$ cat config.mk
export PLATFORM = sky130hd
export DESIGN_NAME = toy_bus_pkt_lock_credit_arb
export DESIGN_NICKNAME = d
export VERILOG_FILES = /design/src/rtl/toy_bus_pkt_lock_credit_arb.sv
export SDC_FILE = /design/constraint.sdc
export NUM_CORES = 1
export LEC_CHECK = 0
export ABC_CLOCK_PERIOD_IN_PS = 2450
export CORE_AREA = 5 5 326 328
export CTS_CLUSTER_DIAMETER = 200
export DETAILED_ROUTE_END_ITERATION = 12
export DIE_AREA = 0 0 331 333
export PLACE_DENSITY = 0.3
export SETUP_SLACK_MARGIN = 0.1
export SLEW_MARGIN = 10
export SYNTH_ARGS = -nofsm -noshare
export SYNTH_HDL_FRONTEND = slang
export SYNTH_SLANG_ARGS = --single-unit
export TNS_END_PERCENT = 20
$ cat constraint.sdc
create_clock -name clk -period 2.45 [get_ports clk]
set_input_delay 0.3675 -clock clk [delete_from_list [all_inputs] [get_ports clk]]
set_output_delay 0.3675 -clock clk [all_outputs]
set_load 0.01 [all_outputs]
$ cat src/rtl/toy_bus_pkt_lock_credit_arb.sv
// ---------------------------------------------------------------------------
// toy_bus_pkt_lock_credit_arb
//   Two-input, one-output packet arbiter for a toy_bus node. Grants in age
//   order, holds the grant for the whole multi-beat packet and meters out0
//   with a credit counter fed by a credit-return link (out0 has no ready).
//
// Ports
//   clk, rst_n                  clock, asynchronous active-low reset
//   inN_vld / inN_rdy           request handshake, N = 0,1
//   inN_opcode/data/sideband/
//   inN_src_id/tgt_id/last      beat fields of input N
//   out0_vld                    beat sent this cycle (consumes one credit)
//   out0_opcode/.../last        fields of the granted input, 0 when idle
//   crd_rtn                     one credit returned per cycle when high
//   crd_avail                   current credit count
//   crd_ovf_err                 sticky: credit returned while already full
//   state_dbg                   FSM state (0 IDLE, 1 LOCK0, 2 LOCK1)
//
// Handshake: a beat on inN transfers in any cycle where inN_vld && inN_rdy.
// inN_rdy never depends on inN_vld's own beat content beyond the grant, and
// never on anything downstream; out0_vld is the same-cycle transfer.
// ---------------------------------------------------------------------------
module toy_bus_pkt_lock_credit_arb #(
   parameter int DATA_W  = 256,
   parameter int SB_W    = 10,
   parameter int ID_W    = 4,
   parameter int CRD_MAX = 4,
   parameter int CRD_W   = 3
) (
   input  logic              clk,
   input  logic              rst_n,
   input  logic              in0_vld,
   output logic              in0_rdy,
   input  logic              in0_opcode,
   input  logic [DATA_W-1:0] in0_data,
   input  logic [SB_W-1:0]   in0_sideband,
   input  logic [ID_W-1:0]   in0_src_id,
   input  logic [ID_W-1:0]   in0_tgt_id,
   input  logic              in0_last,
   input  logic              in1_vld,
   output logic              in1_rdy,
   input  logic              in1_opcode,
   input  logic [DATA_W-1:0] in1_data,
   input  logic [SB_W-1:0]   in1_sideband,
   input  logic [ID_W-1:0]   in1_src_id,
   input  logic [ID_W-1:0]   in1_tgt_id,
   input  logic              in1_last,
   output logic              out0_vld,
   output logic              out0_opcode,
   output logic [DATA_W-1:0] out0_data,
   output logic [SB_W-1:0]   out0_sideband,
   output logic [ID_W-1:0]   out0_src_id,
   output logic [ID_W-1:0]   out0_tgt_id,
   output logic              out0_last,
   input  logic              crd_rtn,
   output logic [CRD_W-1:0]  crd_avail,
   output logic              crd_ovf_err,
   output logic [1:0]        state_dbg
);

   localparam logic [1:0] ST_IDLE  = 2'd0;
   localparam logic [1:0] ST_LOCK0 = 2'd1;
   localparam logic [1:0] ST_LOCK1 = 2'd2;
   localparam logic [CRD_W-1:0] CRD_FULL = CRD_W'(CRD_MAX);

   logic [1:0]       state_q, state_d;
   logic             age_q, age_d;     // 0: in0 older, 1: in1 older
   logic [CRD_W-1:0] crd_q, crd_d;
   logic             err_q, err_d;
   logic [1:0]       gnt;              // one-hot, already qualified by credit
   logic             fire;
   logic             ovf;

   // Grant: a lock pins the grant to its owner; a gap in the owner's valid
   // leaves nobody granted rather than letting the other input slip in.
   always_comb begin
      gnt = 2'b00;
      case (state_q)
         ST_LOCK0: gnt[0] = in0_vld;
         ST_LOCK1: gnt[1] = in1_vld;
         default: begin
            if (in0_vld && in1_vld) gnt = age_q ? 2'b10 : 2'b01;
            else                    gnt = {in1_vld, in0_vld};
         end
      endcase
      if (crd_q == '0) gnt = 2'b00;
   end

   assign in0_rdy = gnt[0];
   assign in1_rdy = gnt[1];
   assign fire    = |gnt;   // grant implies valid, so any grant is a transfer

   assign out0_vld      = fire;
   assign out0_opcode   = (gnt[0] & in0_opcode) | (gnt[1] & in1_opcode);
   assign out0_data     = ({DATA_W{gnt[0]}} & in0_data)     | ({DATA_W{gnt[1]}} & in1_data);
   assign out0_sideband = ({SB_W{gnt[0]}}   & in0_sideband) | ({SB_W{gnt[1]}}   & in1_sideband);
   assign out0_src_id   = ({ID_W{gnt[0]}}   & in0_src_id)   | ({ID_W{gnt[1]}}   & in1_src_id);
   assign out0_tgt_id   = ({ID_W{gnt[0]}}   & in0_tgt_id)   | ({ID_W{gnt[1]}}   & in1_tgt_id);
   assign out0_last     = (gnt[0] & in0_last) | (gnt[1] & in1_last);

   // Lock and age only move on a transfer; a last beat releases the lock and
   // makes the sender the younger input (gnt[0] == 1 -> in1 becomes older).
   always_comb begin
      state_d = (state_q == 2'b11) ? ST_IDLE : state_q;
      age_d   = age_q;
      if (fire) begin
         if (out0_last) begin
            state_d = ST_IDLE;
            age_d   = gnt[0];
         end else begin
            state_d = gnt[0] ? ST_LOCK0 : ST_LOCK1;
         end
      end
   end

   // Credits: a send and a return in the same cycle cancel out. A return with
   // the counter already full saturates and flags an upstream protocol bug.
   assign ovf = crd_rtn && !fire && (crd_q == CRD_FULL);

   always_comb begin
      crd_d = crd_q;
      case ({fire, crd_rtn})
         2'b10:   crd_d = crd_q - 1'b1;
         2'b01:   crd_d = ovf ? crd_q : crd_q + 1'b1;
         default: crd_d = crd_q;
      endcase
      err_d = err_q | ovf;
   end

   always_ff @(posedge clk or negedge rst_n) begin
      if (!rst_n) begin
         state_q <= ST_IDLE;
         age_q   <= 1'b0;
         crd_q   <= CRD_FULL;
         err_q   <= 1'b0;
      end else begin
         state_q <= state_d;
         age_q   <= age_d;
         crd_q   <= crd_d;
         err_q   <= err_d;
      end
   end

   assign crd_avail   = crd_q;
   assign crd_ovf_err = err_q;
   assign state_dbg   = state_q;

endmodule

==> results.toml <==
[run_status]
status = "complete, but fails checks"
violations = "negative setup slack"

[critical_path]
cp_slowest_cell = "dfrtp_1"
crit_type = "register to output port"
r2r-end = "crd_avail[2]"
cp.required_ns = 2.08
critPathLaunchType = "register"
cp_num_cells = 8
reg2reg_slack_ns = -0.17
r2r_cells = 12
path_buf_inv = 5
cp.arrival_ns = 2.40
worstPathCellList = "ha_4 > o2111a_4 > buf_12 > buf_16 > buf_12 > clkbuf_16 > a22o_1 > buf_12"
cp_common_cell = "buf_12"
rr_startpoint = "state_dbg[1]"
max_stage_delay_ns = 0.42
critPathTopFamily = "buffers and inverters"
end_kind = "output port"
crit_fanout = 14

[synthesis]
synth_top_cell_by_area = "a22o_1"
synth_enable_flop_cells = 0
syn_avg_cell_area_um2 = 8.15
netlist_area_mm2 = 0.00311
synth_top_flop_cell = "dfrtp_1"
yosysUniqueCellTypes = 26
synthTopCellsByArea = "a22o_1, dfrtp_1, clkbuf_1"
ys_seq_area_share_pct = 5.66
ys_async_sr_fraction_pct = 100
yosys_warnings = 0
syn_inst = 382
synth_top_area_share_pct = 77.6
ys_seq_elements = 7
syn-num-nets = 943

[routing]
drtIter0Drc = 409
vias = 7951
wire_per_inst_um = 32.3
viasPerCell = 2.96
postRouteAntennaNets = 0
routed_wl_mm = 86.8
dr.pass1.iters = 4
drc = 0

[global_routing]
antenna_found_initial = 48
grt_pass1_vias = 8295
grt_max_degree = 50
grt_usage_pct = 14.1
grt_first_pass_wirelength_mm = 101
overflow = 0

[floorplan]
ios = 842
rows = 118
start_util_pct = 3.03
coreArea_mm2 = 0.103
die_y_um = 333
die_w_um = 331
die-area_mm2 = 0.110

[power_and_ir_drop]
internal-power_w = 0.0105
power_density_mw_per_mm2 = 1230
pwr-share-comb_pct = 97.5
ir_drop_uv = 483
clkPwrFrac_pct = 1.4
switchingPower_w = 0.00940
seqPwrFrac_pct = 1.1
swShare_pct = 47.1
total_leakage_power_nw = 6.62

[layout]
utilization_pct = 15.8
fin_nets = 1854
final_cell_mix = "clkdlybuf4s50_1, a22o_1, buf_12"
layout_commonest_cell = "clkdlybuf4s50_1"
areaGrowthSynthToFinish_pct = 421
drive_above_1_share_pct = 40.5

[timing]
setup_viol = 253
setup_slack_ns = -0.315
min_period_ns = 2.77
timing.fmax_ghz = 0.362
skew_ns = 0.00227
worstMarginPinSlew_ns = 0.436
slew_violations = 0
slew_headroom_pct = 70.9
period_share_pct = 113
hold_ws_ns = 0.451
rsz0062_at_grt = "true"
hold_viol = 0

[placed_design]
dpl.hpwl_mm = 75.9
io_buffers = 841
place_congestion = 0.892
pre_cts_ws_ns = -0.515

[min_path]
min_path_type = "primary input to asynchronous set/reset pin"

[clocking]
clk_pin_slew_ns = 0.04
clk_path_buf_depth = 2
cts_tree = "done"
cts_sinks = 7
clock-root-buffer = "clkbuf_16"
holdBufCountCts = 0
clock_latency_ns = 0.23
cts_max_level = 1
cts_buffers = 3

[flow_run]
cap_viol_max_count = 0
[synthesized netlist by cell type, types with 2 or more instances]
library cell,count
clkbuf_1,37
xnor2_1,2
a22o_1,276
nand2_1,7
dfrtp_1,6
nor2_1,3
o2111a_1,2
a21oi_1,2
inv_1,5
buf_2,24
ha_1,3
[routing by layer]
| metal | wire (um) | vias to the layer above | track usage (%) |
|---|---|---|---|
| met2 | 40300 | 513 | 23.3 |
| met3 | 8710 | 66 | 5.22 |
| met4 | 398 | 40 | 0.216 |
| met1 | 37200 | 3812 | 18.8 |
| li1 | - | 3520 | - |
| met5 | 253 | - | 0 |
[cells by family (layout without fill, tap and decap cells)]
logic type,Yosys count,count (layout),synth area share (%)
AO/OA/AOI/OAI,284,284,79.8
flip-flops,7,7,5.66
XOR/XNOR,3,3,0.844
other,0,15,0
buffers and inverters,67,977,9.04
AND/OR/NAND/NOR,17,17,2.85
adder cells (fa/ha/maj),4,4,1.85
[worst reg2reg max path: stages (launching register included)]
cell	delay, ns
dfrtp_1	0.42
ha_4	0.28
o2111a_4	0.39
buf_12	0.19
buf_4	0.16
buf_8	0.11
nor2_4	0.08
buf_4	0.11
nand2_1	0.06
fa_2	0.37
inv_1	0.08
a2bb2oi_2	0.15
xnor2_1	0.13
[metrics by stage]
stage	setup TNS [ns]	power, W	area, um2	cells
global route	-57.77	0.0208	16200	2674
global placement	-60.79	0.0172	14600	2612
detailed placement	-63.54	0.0172	14600	2612
finish	-41.51	0.0199	16200	2687
CTS	-56.84	0.0184	15100	2639
floorplan	0	0.00504	3140	382
[worst max path at each step]
stage                             from              to
after floorplan           state_dbg[0]  out0_data[100]
after global placement         in0_vld   out0_data[53]
after detailed placement       in0_vld   out0_data[53]
after CTS                 state_dbg[0]  out0_data[246]
after global routing      state_dbg[1]  out0_data[254]
final                     state_dbg[1]  out0_data[250]
[power by group through the flow]
| stage | clock (W) | sequential, W | combinational (W) |
|---|---|---|---|
| after floorplan | 0 | 0.000249 | 0.00479 |
| after global placement | 0 | 0.000212 | 0.0170 |
| after detailed placement | 0 | 0.000214 | 0.0170 |
| after CTS | 0.000284 | 0.000219 | 0.0179 |
| after global routing | 0.000290 | 0.000226 | 0.0203 |
| final | 0.000279 | 0.000218 | 0.0195 |
[sequential cells by signal, summed over array words and instances (netlist names)]
name,count
age_q,1
crd_avail,3
crd_ovf_err,1
state_dbg,2
[area by class of cell]
class                      count  area, um2
inverter                       5       21.3
clock buffer                   4       78.8
tap                         1380       1730
sequential                     7        176
antenna                       15       37.5
multi-input combinational    308       3490
fill                       11600      86700
timing repair buffer         968      10700
[timing repair]
item / in CTS / in global routing
endpoints found under the hold margin: 0 / 0
endpoints found under the setup margin: 278 / 281
buffers inserted: 18 / 23
pin swaps: 48 / 107
cloned: 5 / 13
resized for setup: 466 / 344
Note: power is estimated with default switching activity, not from simulation.
